==> src/rtl/neuron_emit_arb_if.sv <==
// rtl/neuron_emit_arb_if.sv - source and output-queue handshake bundle for neuron_emit_arb
interface neuron_emit_arb_if #(
  parameter int NUM_SRC = 4
);
  logic [NUM_SRC-1:0]   src_valid;
  logic [8*NUM_SRC-1:0] src_data;
  logic [NUM_SRC-1:0]   src_ready;
  logic                 emit_valid;
  logic [7:0]           emit_data;
  logic                 have_out;

  // Arbiter side: grants sources and drives the queue input
  modport master (
    input  src_valid, src_data, have_out,
    output src_ready, emit_valid, emit_data
  );

  // Environment side: neuron array plus output queue
  modport slave (
    output src_valid, src_data, have_out,
    input  src_ready, emit_valid, emit_data
  );
endinterface

==> src/rtl/neuron_emit_arb.sv <==
// rtl/neuron_emit_arb.sv - round-robin arbiter feeding the single-entry neuron output queue
module neuron_emit_arb #(
  parameter int NUM_SRC = 4,
  parameter int SEL_W   = 2
) (
  input  logic               clk,
  input  logic               rst_n,
  input  logic               ena,
  neuron_emit_arb_if.master  bus,
  output logic               busy,
  output logic [SEL_W-1:0]   last_src,
  output logic [15:0]        evt_count
);

  localparam int IDX_W = SEL_W + 1;
  localparam logic [IDX_W-1:0] NUM_L = IDX_W'(NUM_SRC);

  typedef enum logic [1:0] {
    IDLE  = 2'd0,
    ISSUE = 2'd1,
    WAIT  = 2'd2
  } state_t;

  state_t             state_q;
  logic [SEL_W-1:0]   rr_ptr_q;
  logic [SEL_W-1:0]   last_src_q;
  logic [7:0]         hold_data_q;
  logic               emit_valid_q;
  logic               busy_q;
  logic [15:0]        evt_count_q;

  logic               found_d;
  logic               accept_d;
  logic [SEL_W-1:0]   sel_d;
  logic [SEL_W-1:0]   rr_ptr_d;
  logic [IDX_W-1:0]   idx_d;
  logic [IDX_W-1:0]   nxt_d;
  logic [NUM_SRC-1:0] ready_d;

  // Find the first valid source starting at rr_ptr and wrapping modulo NUM_SRC
  always_comb begin
    found_d = 1'b0;
    sel_d   = '0;
    idx_d   = '0;
    for (int k = 0; k < NUM_SRC; k++) begin
      idx_d = {1'b0, rr_ptr_q} + IDX_W'(k);
      if (idx_d >= NUM_L) begin
        idx_d = idx_d - NUM_L;
      end
      if (!found_d && bus.src_valid[idx_d[SEL_W-1:0]]) begin
        found_d = 1'b1;
        sel_d   = idx_d[SEL_W-1:0];
      end
    end
  end

  // Accept only from IDLE with the queue slot drained; grant is a same-cycle one-hot
  always_comb begin
    accept_d = rst_n && ena && (state_q == IDLE) && !bus.have_out && found_d;
    ready_d  = '0;
    if (accept_d) begin
      ready_d[sel_d] = 1'b1;
    end
    nxt_d    = {1'b0, sel_d} + IDX_W'(1);
    rr_ptr_d = (nxt_d == NUM_L) ? '0 : nxt_d[SEL_W-1:0];
  end

  // Arbiter FSM; ena low behaves like reset so a held event is simply dropped
  always_ff @(posedge clk or negedge rst_n) begin
    if (!rst_n) begin
      state_q      <= IDLE;
      rr_ptr_q     <= '0;
      last_src_q   <= '0;
      hold_data_q  <= '0;
      emit_valid_q <= 1'b0;
      busy_q       <= 1'b0;
      evt_count_q  <= '0;
    end else if (!ena) begin
      state_q      <= IDLE;
      rr_ptr_q     <= '0;
      last_src_q   <= '0;
      hold_data_q  <= '0;
      emit_valid_q <= 1'b0;
      busy_q       <= 1'b0;
      evt_count_q  <= '0;
    end else begin
      case (state_q)
        IDLE: begin
          if (accept_d) begin
            hold_data_q  <= bus.src_data[{sel_d, 3'b000} +: 8];
            last_src_q   <= sel_d;
            rr_ptr_q     <= rr_ptr_d;
            emit_valid_q <= 1'b1;
            busy_q       <= 1'b1;
            state_q      <= ISSUE;
          end
        end
        ISSUE: begin
          // A foreign fill keeps the event parked with stable data
          if (!bus.have_out) begin
            hold_data_q  <= '0;
            emit_valid_q <= 1'b0;
            if (evt_count_q != 16'hFFFF) begin
              evt_count_q <= evt_count_q + 16'd1;
            end
            state_q <= WAIT;
          end
        end
        WAIT: begin
          if (!bus.have_out) begin
            busy_q  <= 1'b0;
            state_q <= IDLE;
          end
        end
        default: begin
          state_q <= IDLE;
        end
      endcase
    end
  end

  assign bus.src_ready  = ready_d;
  assign bus.emit_valid = emit_valid_q;
  assign bus.emit_data  = hold_data_q;
  assign busy           = busy_q;
  assign last_src       = last_src_q;
  assign evt_count      = evt_count_q;

endmodule
==> src/flat_wrapper.sv <==
// flat-port wrapper written by rule: the top's interface ports become plain ports
module neuron_emit_arb_flat 
#(
  parameter int NUM_SRC = 4,
  parameter int SEL_W   = 2
)
  (clk, rst_n, ena, busy, last_src, evt_count, bus_src_valid, bus_src_data, bus_have_out, bus_src_ready, bus_emit_valid, bus_emit_data);
  neuron_emit_arb_if #(.NUM_SRC(NUM_SRC)) bus_i ();
  input  logic clk;
  input  logic rst_n;
  input  logic ena;
  output logic busy;
  output logic [SEL_W-1:0] last_src;
  output logic [15:0] evt_count;
  input wire logic [$bits(bus_i.src_valid)-1:0] bus_src_valid;
  input wire logic [$bits(bus_i.src_data)-1:0] bus_src_data;
  input wire logic [$bits(bus_i.have_out)-1:0] bus_have_out;
  output wire logic [$bits(bus_i.src_ready)-1:0] bus_src_ready;
  output wire logic [$bits(bus_i.emit_valid)-1:0] bus_emit_valid;
  output wire logic [$bits(bus_i.emit_data)-1:0] bus_emit_data;
  assign bus_i.src_valid = bus_src_valid;
  assign bus_i.src_data = bus_src_data;
  assign bus_i.have_out = bus_have_out;
  assign bus_src_ready = bus_i.src_ready;
  assign bus_emit_valid = bus_i.emit_valid;
  assign bus_emit_data = bus_i.emit_data;
  neuron_emit_arb #(.NUM_SRC(NUM_SRC), .SEL_W(SEL_W)) u_core (.clk(clk), .rst_n(rst_n), .ena(ena), .bus(bus_i), .busy(busy), .last_src(last_src), .evt_count(evt_count));
endmodule
==> config.mk <==
export PLATFORM = sky130hd
export DESIGN_NAME = neuron_emit_arb_flat
export DESIGN_NICKNAME = d
export VERILOG_FILES = /design/src/rtl/neuron_emit_arb_if.sv /design/src/rtl/neuron_emit_arb.sv /design/src/flat_wrapper.sv
export SDC_FILE = /design/constraint.sdc
export NUM_CORES = 1
export LEC_CHECK = 0
export BUFFER_PORTS_ARGS = -buffer_cell sky130_fd_sc_hd__buf_2
export CAP_MARGIN = 25
export CORE_UTILIZATION = 40
export CTS_BUF_LIST = sky130_fd_sc_hd__clkbuf_8
export DETAILED_ROUTE_END_ITERATION = 12
export MAX_ROUTING_LAYER = met4
export PLACE_DENSITY = 0.67
export RECOVER_POWER = 100
export SYNTH_ARGS = -nofsm -noshare
export SYNTH_HDL_FRONTEND = slang
export SYNTH_SLANG_ARGS = --single-unit
==> constraint.sdc <==
create_clock -name clk -period 2.6 [get_ports clk]
set_input_delay 0.52 -clock clk [delete_from_list [all_inputs] [get_ports clk]]
set_output_delay 0.52 -clock clk [all_outputs]
set_load 0.02 [all_outputs]
After elaboration in Yosys (flattened, before gate mapping)
Cells that the tools add are included.
{"block": "word_totals", "ramBits": 0, "output_inout_bits": 32, "latch_bits": 0, "input_bits": 40, "mem_bits_ro": 0, "n_memories": 0, "wordCells": 108, "register_bits": 32}
{"block": "classes", "bitwise_logic": 0, "n_shift": 1, "n_mux": 49, "reduce_logical": 18, "n_mul": 0, "n_div": 0, "order_cmp": 10, "add_sub_neg": 9, "n_eq_ne": 14}
{"op": "two-way mux 16 bit", "count": 4}
{"op": "two-way mux 2 bit", "count": 19}
{"op": "variable part select 32 x 6 -> 8 bit", "count": 1}
{"op": "two-way mux 8 bit", "count": 3}
{"op": "adder 16 x 1 -> 16 bit (second input constant)", "count": 1}
{"op": "!= test 16 bit (second input constant)", "count": 1}
{"op": "case mux 8 bit (2 select lines)", "count": 1}
{"op": "< comparator 2 x 3 -> 1 bit (second input constant)", "count": 5}
{"op": "two-way mux 1 bit", "count": 13}
{"op": "AND reduction 3 bit", "count": 4}
{"op": "greater-or-equal comparator 3 bit (second input constant)", "count": 3}
{"op": "binary-select mux 1 bit (select 2 bit)", "count": 4}
{"op": "logical AND 1 bit", "count": 8}
{"op": "!= test 2 x 1 -> 1 bit (second input constant)", "count": 4}
{"op": "subtractor 2 x 1 -> 2 bit (second input constant)", "count": 4}
{"op": "adder 2 x 1 -> 3 bit (second input constant)", "count": 2}
{"op": "adder 2 x 2 -> 3 bit (second input constant)", "count": 2}
{"op": "!= test 3 x 1 -> 1 bit (second input constant)", "count": 2}
{"op": "!= test 3 bit (second input constant)", "count": 2}
{"op": "case mux 2 bit (3 select lines)", "count": 1}
{"op": "zero test 1 bit", "count": 4}
{"op": "two-way mux 4 bit", "count": 1}
{"op": "case mux 1 bit (2 select lines)", "count": 2}
{"op": "equality test 3 bit (second input constant)", "count": 1}
{"op": "other kinds (9)", "count": 9}

Depth between registers and ports, before layout
Gate-level depths: netlist of run 1.
{"block": "depth", "word_depth": 20, "mapped_depth": 7}

Least setup slack after synthesis of run 1
Ideal clock, no wire load.
{"block": "synth_path", "path_type": "input to output", "start": "in bus_src_valid[2]", "end": "out bus_src_ready[0]", "stages": 7, "path_slack_ps": 395, "arrival_time_ps": 1685, "path_cell_list": "mux2i_1 > o22ai_1 > buf_4 > nor2_1 > inv_1 > ha_1 > and2_1"}
{"block": "synth_between", "elab_chain_cells": 17, "elab_cells_between_ends": 29, "classes_between": "2 x order compare; 19 x mux; 8 x reduce/logical"}
{"element": "from (decl)", "line_no": "flat_wrapper.sv:15", "source": "input wire logic [$bits(bus_i.src_valid)-1:0] bus_src_valid;"}
{"element": "binary-select mux 1 bit (select 2 bit)", "line_no": "neuron_emit_arb.sv:50", "source": "if (!found_d && bus.src_valid[idx_d[SEL_W-1:0]]) begin"}
{"element": "two-way mux 1 bit (implied by the code)", "line_no": "neuron_emit_arb.sv:50"}
{"element": "two-way mux 1 bit", "line_no": "neuron_emit_arb.sv:50"}
{"element": "zero test 1 bit", "line_no": "neuron_emit_arb.sv:50"}
{"element": "logical AND 1 bit", "line_no": "neuron_emit_arb.sv:50"}
{"element": "two-way mux 1 bit", "line_no": "neuron_emit_arb.sv:50"}
{"element": "zero test 1 bit", "line_no": "neuron_emit_arb.sv:50"}
{"element": "logical AND 1 bit", "line_no": "neuron_emit_arb.sv:50"}
{"element": "two-way mux 1 bit", "line_no": "neuron_emit_arb.sv:50"}
{"element": "zero test 1 bit", "line_no": "neuron_emit_arb.sv:50"}
{"element": "logical AND 1 bit", "line_no": "neuron_emit_arb.sv:50"}
{"element": "two-way mux 2 bit", "line_no": "neuron_emit_arb.sv:50"}
{"element": "< comparator 2 x 3 -> 1 bit (implied by the code) or greater-or-equal comparator 2 x 1 -> 1 bit (tied branches)", "line_no": "neuron_emit_arb.sv:62", "source": "ready_d[sel_d] = 1'b1;"}
{"element": "logical AND 1 bit (implied by the code)", "line_no": "neuron_emit_arb.sv:62"}
{"element": "two-way mux 1 bit (implied by the code)", "line_no": "neuron_emit_arb.sv:62"}
{"element": "demux 1 bit (select 2 bit)"}
{"element": "two-way mux 4 bit (*)", "line_no": "neuron_emit_arb.sv:61", "source": "if (accept_d) begin"}
{"element": "to (decl)", "line_no": "flat_wrapper.sv:18", "source": "output wire logic [$bits(bus_i.src_ready)-1:0] bus_src_ready;"}
Every way passes the cells marked *; elsewhere a longest branch is shown, timed or not. The select of a mux whose other input is x is not followed.

Worst setup path after layout of run 1
{"block": "layout_path", "start": "reg u_core.rr_ptr_q[1]", "end": "out bus_src_ready[2]"}
{"block": "layout_between", "elab_chain_cells": 19, "elab_cells_between_ends": 44, "classes_between": "7 x add/sub; 6 x order compare; 23 x mux; 8 x reduce/logical"}
{"element": "from (decl)", "line_no": "neuron_emit_arb.sv:25", "source": "logic [SEL_W-1:0] rr_ptr_q;"}
{"element": "from (signal assigned)", "line_no": "neuron_emit_arb.sv:92", "source": "rr_ptr_q <= rr_ptr_d;"}
{"element": "branches (longest 18 deep; another with adder 2 x 1 -> 3 bit)"}
{"element": "two-way mux 4 bit (*)", "line_no": "neuron_emit_arb.sv:61"}
Mark *: on every way between the ends. The select of a mux whose other input is x is not followed.

==> results of run 1 <==
==> synthesized netlist by cell type (4+ instances only) <==
cell type,instances,area (sq um)
mux2i_1,6,60.1
xor2_1,8,70.1
clkbuf_1,7,26.3
o21ai_0,23,115
nand2b_1,9,56.3
dfrtp_1,32,801
nand2_1,22,82.6
and2_1,14,87.6
nor2_1,5,18.8
inv_1,4,15.0
ha_1,5,62.6
a21oi_1,7,35.0
a32o_1,8,80.1
nand3_1,37,185
==> repair_timing <==
| item | in CTS | in global routing |
|---|---|---|
| resized for setup | 0 | 2 |
| endpoints found under the setup margin | 0 | 2 |
| endpoints found under the hold margin | 0 | 0 |
==> worst reg2reg max path, delay by kind of cell (launching register included) <==
| kind | cells | cell delay, ps |
|---|---|---|
| AOI/OAI and AO/OA | 2 | 270 |
| buffers and inverters | 1 | 560 |
| DFF | 1 | 430 |
| and+or+nand+nor | 3 | 630 |
==> cells by family after synthesis <==
family / after synthesis / synth area share (%)
and+or+nand+nor: 105 / 28.7
AOI/OAI and AO/OA: 53 / 18.1
DFF: 32 / 39.6
buffers and inverters: 15 / 3.10
xor gates and xnor gates: 10 / 4.33
muxes: 6 / 2.97
adders and majority gates: 5 / 3.10
==> area by class of cell <==
cell class,count,share of cell area (%)
multi-input cells,179,45.0
flip-flops and latches,32,32.1
repair buffers,81,15.0
clock buffers,7,3.85
well taps,67,3.35
inverters,5,0.751
==> metrics by stage <==
stage                     total power, mW  instances  area (sq um)  setup WS, ps
after floorplan                     0.674        226          2020           395
after global placement              0.773        364          2500           396
after detailed placement            0.776        364          2500           320
after CTS                            1.19        371          2590           140
after global routing                 1.24        371          2500          34.9
final                                1.17        371          2500           164
==> power by group through the flow <==
stage,logic [mW],registers [mW],clock network (mW)
after floorplan,0.123,0.551,0
after global placement,0.236,0.537,0
after global routing,0.262,0.531,0.444
final,0.231,0.529,0.409
after CTS,0.239,0.528,0.423
after detailed placement,0.239,0.536,0
==> metal layers <==
layer  vias up  routed length (um)  share of wire [%]
met1       907                2480                 49
met2        75                2280                 45
met3         5                 280                5.5
met5         -                   0                  0
met4         0                  57                1.1
li1        977                   -                  -
==> flip-flops by register name, summed over array words and instances, names as in the netlist <==
| name | cells |
|---|---|
| u_core.evt_count | 16 |
| u_core.bus.emit_data | 8 |
| u_core.last_src | 2 |
| u_core.rr_ptr_q | 2 |
| u_core.state_q | 2 |
| u_core.bus.emit_valid | 1 |
| u_core.busy | 1 |
==> worst max path at each step <==
stage,from,end,slack (ps),cells after the start
after floorplan,bus_src_valid[2],bus_src_ready[0],390,7
after global placement,bus_src_valid[2],bus_src_ready[2],400,8
after detailed placement,bus_src_valid[2],bus_src_ready[2],320,8
after CTS,u_core.rr_ptr_q[1],bus_src_ready[2],140,7
after global routing,u_core.rr_ptr_q[1],bus_src_ready[0],30,7
final,u_core.rr_ptr_q[1],bus_src_ready[2],160,7
==> impl_metrics.tcl, run 1 <==
set metrics [dict create \
    max-vdd-ir-drop_mv 0.226 \
    rr_endpoint "u_core.rr_ptr_q[0]" \
    portBuffers 71 \
    rrSetupSlack_ps 640 \
    synth.avg_cell_area_sq_um 8.94 \
    htree_levels 2 \
    ys_types 43 \
    yosys_warnings 0 \
    cp_num_buf_inv 2 \
    met2_usage_pct 31.8 \
    cellInternalPower_uw 837 \
    dp_hpwl_um 3720 \
    vias_per_cell 5.29 \
    gp_congestion 0.768 \
    ys.flop_type "dfrtp_1" \
    synth_area_sq_um 2020 \
    insertion_delay_ps 280 \
    post_cts_buffers 0 \
    area_delta_synth_final_pct 23.7 \
    initial_core_util_pct 42.2 \
    start_kind "register" \
    grt_start_max_net_pins 33 \
    multi_input_area_sq_um 1120 \
    met1_usage_pct 26.9 \
    min_path_cells 1 \
    regArea_sq_um 802 \
    postCtsHoldBufs 0 \
    whs_ps 481 \
    ios 72 \
    root_buffer "clkbuf_8" \
    first_pass_iters 4 \
    min_to "u_core.bus.emit_valid" \
    maxSlewViolCount 33 \
    switching_share_pct 28.4 \
    final.min_clock_period_ps 2440 \
    layout-drive-gt1-share_pct 19.4 \
    clk_path_buf_depth 2 \
    vias 1964 \
    final.setup.tns_ps 0 \
    p_per_area_nw_per_um2 468 \
    status "finished, violations left" \
    drc 0 \
    drt_iter0_markers 68 \
    final_nets 349 \
    dieArea_sq_um 5340 \
    busiest_layer "met2" \
    die_h_um 73.1 \
    hold_path_class "register to register" \
    final_cell_mix "buf_2 (40), nand3_1 (39), clkbuf_1 (35)" \
    grt_pass1_vias 1786 \
    design.core.area_sq_um 4790 \
    ant_nets 0 \
    async_flop_share_pct 100 \
    num_antenna_cells 0 \
    end_kind "output port" \
    p_leak_nw 1.17 \
    worstSetupPathType "register to output port" \
    final_common_cell "buf_2" \
    synth_edf_count 0 \
    grtUsageMet3_pct 4.97 \
    cts.sinks 32 \
    grt_pass1_wl_um 8270 \
    syn_nets 271 \
    slew_headroom_pct -16.4 \
    power_frac_seq_pct 45.2 \
    die_x_um 73.1 \
    crit_path_max_fanout 6 \
    maxCapViolations 1 \
    grt_remaining_overflow 0 \
    wl_per_cell_um 13.7 \
    clk_pin_slew_worst_paths_ps 60 \
    grt_use_total_pct 20.7 \
    r2r_cells 6 \
    critPathArrivalTime_ps 1920 \
    rows 25 \
    seq_area_frac_synth_pct 39.6 \
    setup_viol 0 \
    r2r-start "u_core.state_q[1]" \
    max_freq_mhz 410 \
    slowest_stage "dfrtp_2" \
    grt_antenna_before_repair 0 \
    hold_start "u_core.bus.emit_valid" \
    pwr-share-comb_pct 19.8 \
    cpPeakStageDelay_ps 440 \
    finalCritPeriodShare_pct 93.7 \
    fin_util_pct 52.2 \
    synth_seq_cells 32 \
    path_cells "mux2i_2 -> o22ai_1 -> nor2_1 -> inv_1 -> ha_1 -> and2_1 -> buf_2" \
    fillers 481 \
    violations "capacitance limit, slew limit" \
    cts_buffers 5 \
    power.share.clock_pct 35.0 \
    cpLargestDelayFamily "flip-flops" \
    syn_inst 226 \
    rsz0062_at_grt "no" \
    p_sw_uw 333 \
    wirelength_um 5100 \
    cts_tree "built" \
    finClkSkew_ps 4.48 \
    tightest_slew_ps 1750 \
    worstPathRequired_ps 2080 \
    finalHoldViolCount 0 \
]
Note: power is estimated with default switching activity, not from simulation.
==> run 2, diff against run 1 <==
--- a/config.mk
+++ b/config.mk
@@ -7,12 +7,14 @@
 export LEC_CHECK = 0
 export BUFFER_PORTS_ARGS = -buffer_cell sky130_fd_sc_hd__buf_2
 export CAP_MARGIN = 25
+export CORE_MARGIN = 2
 export CORE_UTILIZATION = 40
-export CTS_BUF_LIST = sky130_fd_sc_hd__clkbuf_8
+export CTS_BUF_LIST = sky130_fd_sc_hd__clkbuf_4 sky130_fd_sc_hd__clkbuf_8
 export DETAILED_ROUTE_END_ITERATION = 12
 export MAX_ROUTING_LAYER = met4
 export PLACE_DENSITY = 0.67
 export RECOVER_POWER = 100
+export SKIP_CTS_REPAIR_TIMING = 1
 export SYNTH_ARGS = -nofsm -noshare
 export SYNTH_HDL_FRONTEND = slang
 export SYNTH_SLANG_ARGS = --single-unit
==> run 2 against run 1 <==
  * The flow still finishes with violations (capacitance limit, slew limit)
  * Wire length increased by 0.92%
  * Hold slack better by 4.8 ps
  * Clock power up 2%
  * Largest power group unchanged
  * Via count grew 0.61%
  * Clock skew up 2.9 ps
  * Sequential share of layout area hardly changed
  * Power grew 0.68%
==> impl_metrics.tcl, run 2 (same netlist as run 1, synthesis figures left out) <==
set metrics [dict create \
    status "finished, violations left" \
    violations "capacitance limit, slew limit" \
    multi_input_area_sq_um 1130 \
    clk_pin_slew_worst_paths_ps 60 \
    critPathArrivalTime_ps 1890 \
    grt_start_max_net_pins 33 \
    power_mw 1.18 \
    rr_endpoint "u_core.evt_count[9]" \
    final_nets 348 \
    hold_path_class "register to register" \
    drt_iter0_markers 66 \
    fin_util_pct 52.3 \
    endpoint "bus_src_ready[1]" \
    p_per_area_nw_per_um2 471 \
    fillers 504 \
    placed_cells 363 \
    clk_path_buf_depth 2 \
    max-vdd-ir-drop_mv 0.182 \
    ant_nets 0 \
    grt_use_total_pct 20.3 \
    final_common_cell "buf_2" \
    cts.sinks 32 \
    largest_register_ffs 16 \
    path_cells "a21oi_1 -> o21a_1 -> o22a_1 -> clkinv_1 -> ha_1 -> and2_1 -> buf_2" \
    initial_core_util_pct 42.2 \
    wirelength_um 5140 \
    start_kind "register" \
    cts_tree "built" \
    whs_ps 485 \
    design.core.area_sq_um 4790 \
    rows 25 \
    finClkSkew_ps 7.36 \
    dieArea_sq_um 5640 \
    wl_per_cell_um 13.9 \
    cpLargestDelayFamily "compound AO/OA/AOI/OAI gates" \
    worstSetupPathType "register to output port" \
    r2r_cells 6 \
    num_antenna_cells 0 \
    final.min_clock_period_ps 2410 \
    htree_levels 2 \
    vias 1976 \
    rsz0062_at_grt "no" \
    p_leak_nw 1.16 \
    slowest_stage "dfrtp_2" \
    final.setup.tns_ps 0 \
    layout-drive-gt1-share_pct 20.1 \
    vias_per_cell 5.33 \
    tightest_slew_ps 1720 \
    crit_path_max_fanout 6 \
    grt_pass1_wl_um 8530 \
    ios 72 \
    gp_congestion 0.824 \
    grt_antenna_before_repair 0 \
    finalCritPeriodShare_pct 92.5 \
    drc 0 \
    grt_remaining_overflow 0 \
    area_delta_synth_final_pct 23.8 \
    end_kind "output port" \
    first_pass_iters 4 \
    worstPathRequired_ps 2080 \
    portBuffers 71 \
    maxCapViolations 1 \
    slew_headroom_pct -14.4 \
    regArea_sq_um 802 \
    r2r-start "u_core.evt_count[1]" \
    final_cell_mix "buf_2 (41), nand3_1 (39), clkbuf_1 (34)" \
    layoutNonFillerInstCount 371 \
    crit_start "u_core.rr_ptr_q[1]" \
    maxSlewViolCount 33 \
    path_depth 7 \
    root_buffer "clkbuf_8" \
    max_freq_mhz 416 \
    rrSetupSlack_ps 410 \
    dp_hpwl_um 3820 \
    grt_pass1_vias 1861 \
    cp_num_buf_inv 2 \
    cpPeakStageDelay_ps 450 \
    cts_buffers 5 \
    finalHoldViolCount 0 \
    setup_viol 0 \
    die_x_um 75.1 \
    die_h_um 75.1 \
    insertion_delay_ps 280 \
]
## run 2: worst min path at each step
stage | slack (ps) | cells past startpoint | end | from
final | 490 | 1 | u_core.bus.emit_valid | u_core.bus.emit_valid
after global routing | 520 | 1 | u_core.bus.emit_valid | u_core.bus.emit_valid
after CTS | 300 | 2 | u_core.busy | rst_n
after detailed placement | 470 | 1 | u_core.bus.emit_valid | u_core.bus.emit_valid
after global placement | 460 | 1 | u_core.bus.emit_valid | u_core.bus.emit_valid
after floorplan | 220 | 0 | u_core.bus.emit_data[0] | rst_n
## run 2: where the power goes
group	total, mW	switching, mW	internal (mW)	leakage, nW
Combinational	0.232	0.146	0.0864	0.672
Clock	0.417	0.180	0.237	0.0523
Sequential	0.529	0.0143	0.515	0.440
Total	1.18	0.340	0.838	1.16
## run 2: layout make-up
type	instances	share of cell area, %
inverter	5	0.750
tap	67	3.35
clock buffer	8	3.90
timing repair buffer	80	14.8
sequential	32	32.0
multi-input combinational	179	45.1
## run 2: metrics by stage
stage / area, sq um / setup WS (ps)
after floorplan: 2020 / 395
after detailed placement: 2490 / 294
after global routing: 2500 / 23.6
final: 2500 / 194
after CTS: 2590 / 126
after global placement: 2490 / 377
## run 2: routing by layer
layer	share of wire, %	vias to the layer above	track usage [%]	routed length (um)
li1	-	976	-	-
met1	47	902	26.7	2440
met2	44	90	29.9	2240
met3	7.4	8	6.02	383
met4	1.4	0	6.35	74
met5	0	-	-	0
==> run 3, diff against run 2 <==
--- a/config.mk
+++ b/config.mk
@@ -7,12 +7,15 @@
 export LEC_CHECK = 0
 export BUFFER_PORTS_ARGS = -buffer_cell sky130_fd_sc_hd__buf_2
 export CAP_MARGIN = 25
+export CELL_PAD_IN_SITES_DETAIL_PLACEMENT = 0
+export CELL_PAD_IN_SITES_GLOBAL_PLACEMENT = 1
 export CORE_MARGIN = 2
-export CORE_UTILIZATION = 40
+export CORE_UTILIZATION = 37
 export CTS_BUF_LIST = sky130_fd_sc_hd__clkbuf_4 sky130_fd_sc_hd__clkbuf_8
+export CTS_CLUSTER_DIAMETER = 40
 export DETAILED_ROUTE_END_ITERATION = 12
 export MAX_ROUTING_LAYER = met4
-export PLACE_DENSITY = 0.67
+export PLACE_DENSITY_LB_ADDON = 0.1
 export RECOVER_POWER = 100
 export SKIP_CTS_REPAIR_TIMING = 1
 export SYNTH_ARGS = -nofsm -noshare
==> run 3 against run 2 <==
  * The run still ends with capacitance limit, slew limit left
  * Hold slack better by 4.5 ps
  * Core utilization down 4.2 points
  * Sequential share of layout area about the same
  * Non-clock buffer count unchanged
  * First-iteration DRC count up 18%
  * Count of clock-buffer cells in the layout is 2 lower
  * Global-route usage decreased by 2.1 points
  * Fmax fell by 1.2%
  * Power shrank 3.9%
  * Critical path type unchanged
  * Highest routed layer unchanged
==> impl_metrics.tcl, run 3 (same netlist as run 1, synthesis figures left out) <==
set metrics [dict create \
    finClkSkew_ps 9.33 \
    area_delta_synth_final_pct 23.8 \
    final_nets 348 \
    p_per_area_nw_per_um2 453 \
    clk_path_buf_depth 2 \
    path_cells "mux2i_1 -> o22ai_1 -> nor2_2 -> inv_1 -> ha_1 -> and2_1 -> clkbuf_2" \
    wl_per_cell_um 13.9 \
    first_pass_iters 4 \
    slew_headroom_pct -16.2 \
    switching_share_pct 29.9 \
    final_cell_mix "nand3_1 (39), buf_2 (39), clkbuf_1 (33)" \
    layoutNonFillerInstCount 373 \
    ant_nets 0 \
    final.setup.tns_ps 0 \
    root_buffer "clkbuf_8" \
    htree_levels 2 \
    layout-drive-gt1-share_pct 20.1 \
    drc 0 \
    vias_per_cell 5.25 \
    r2r-start "u_core.evt_count[0]" \
    largest_register_ffs 16 \
    cellInternalPower_uw 794 \
    p_leak_nw 1.16 \
    dp_slack_ps 155 \
    die_x_um 77.9 \
    critPathArrivalTime_ps 1920 \
    die_h_um 77.9 \
    cts_buffers 5 \
    grt_pass1_wl_um 8650 \
    wirelength_um 5170 \
    cp_num_buf_inv 2 \
    finalCritPeriodShare_pct 93.7 \
    hold_path_class "register to register" \
    grt_start_max_net_pins 33 \
    grt_pass1_vias 1893 \
    grt_remaining_overflow 0 \
    maxCapViolations 1 \
    final.min_clock_period_ps 2440 \
    dieArea_sq_um 6070 \
    violations "capacitance limit, slew limit" \
    pwr-share-comb_pct 20.3 \
    num_antenna_cells 0 \
    finalHoldViolCount 0 \
    power_mw 1.13 \
    grt_use_total_pct 18.2 \
    grt_antenna_before_repair 0 \
    hold_start "u_core.bus.emit_data[1]" \
    cts_tree "built" \
    worstSetupPathType "register to output port" \
    gp_congestion 0.802 \
    crit_start "u_core.rr_ptr_q[1]" \
    vias 1960 \
    start_kind "register" \
    worstPathRequired_ps 2080 \
    slowest_stage "dfrtp_1" \
    cpPeakStageDelay_ps 450 \
    setup_viol 0 \
    power.share.clock_pct 33.0 \
    maxSlewViolCount 33 \
    rsz0062_at_grt "no" \
    drt_iter0_markers 78 \
    cpLargestDelayFamily "flip-flops" \
    initial_core_util_pct 38.8 \
    p_sw_uw 338 \
    rows 26 \
    insertion_delay_ps 280 \
    placed_cells 366 \
    setup_slack_ps 165 \
    fillers 578 \
    crit_path_max_fanout 6 \
    portBuffers 71 \
    design.core.area_sq_um 5200 \
    max-vdd-ir-drop_mv 0.160 \
    power_frac_seq_pct 46.7 \
    end_kind "output port" \
    cts.sinks 32 \
    status "finished, violations left" \
    dp_hpwl_um 3830 \
    max_freq_mhz 411 \
    tightest_slew_ps 1740 \
    ios 72 \
    clk_pin_slew_worst_paths_ps 60 \
]
-- run 3: power by group through the flow --
stage / registers (mW) / logic (mW) / clock network, mW
after global routing: 0.531 / 0.258 / 0.405
after CTS: 0.528 / 0.239 / 0.387
final: 0.529 / 0.230 / 0.373
after floorplan: 0.551 / 0.123 / 0
after detailed placement: 0.537 / 0.238 / 0
after global placement: 0.537 / 0.242 / 0
-- run 3: through the flow --
stage / utilization, % / hold WS, ps / cell area, sq um
3_5_place_dp: 47.9 / 477 / 2490
5_1_grt: 48.1 / 520 / 2500
3_3_place_gp: 47.9 / 473 / 2490
6_report: 48.1 / 490 / 2500
2_1_floorplan: - / 224 / 2020
4_1_cts: 49.4 / 321 / 2570
-- run 3: worst reg2reg max path, cell delays in order, from the launching register on --
cell,delay (ps)
dfrtp_1,410
ha_1,190
nand3_1,150
nor3_1,690
a2111oi_0,280
xor2_1,190
and2_1,170
-- run 3: cell type report --
class	count	area [sq um]	area share, %
Inverter	5	18.8	0.750
Multi-Input combinational cell	179	1140	45.5
Sequential cell	32	801	32.0
Clock buffer	6	76.3	3.05
Tap cell	70	87.6	3.50
Timing Repair Buffer	80	374	15.0
Clock inverter	1	5.00	0.200
-- run 3: final timing paths --
check	end	slack, ps	depth (start not counted)
setup / recovery	bus_src_ready[2]	160	7
hold / removal	u_core.bus.emit_data[1]	490	1
setup reg to reg	u_core.evt_count[9]	410	6
hold reg to reg	u_core.bus.emit_data[1]	490	1
max in group asynchronous	u_core.bus.emit_data[7]	700	2
min in group asynchronous	u_core.busy	890	2
-- run 3: per-layer routing --
| metal | vias to the layer above | GRT usage, % | part of all wire, % |
|---|---|---|---|
| met2 | 63 | 29.5 | 48 |
| met5 | - | - | 0 |
| met1 | 913 | 22.6 | 45 |
| met4 | 0 | 5.79 | 0.85 |
| met3 | 4 | 4.19 | 5.9 |
| li1 | 980 | - | - |
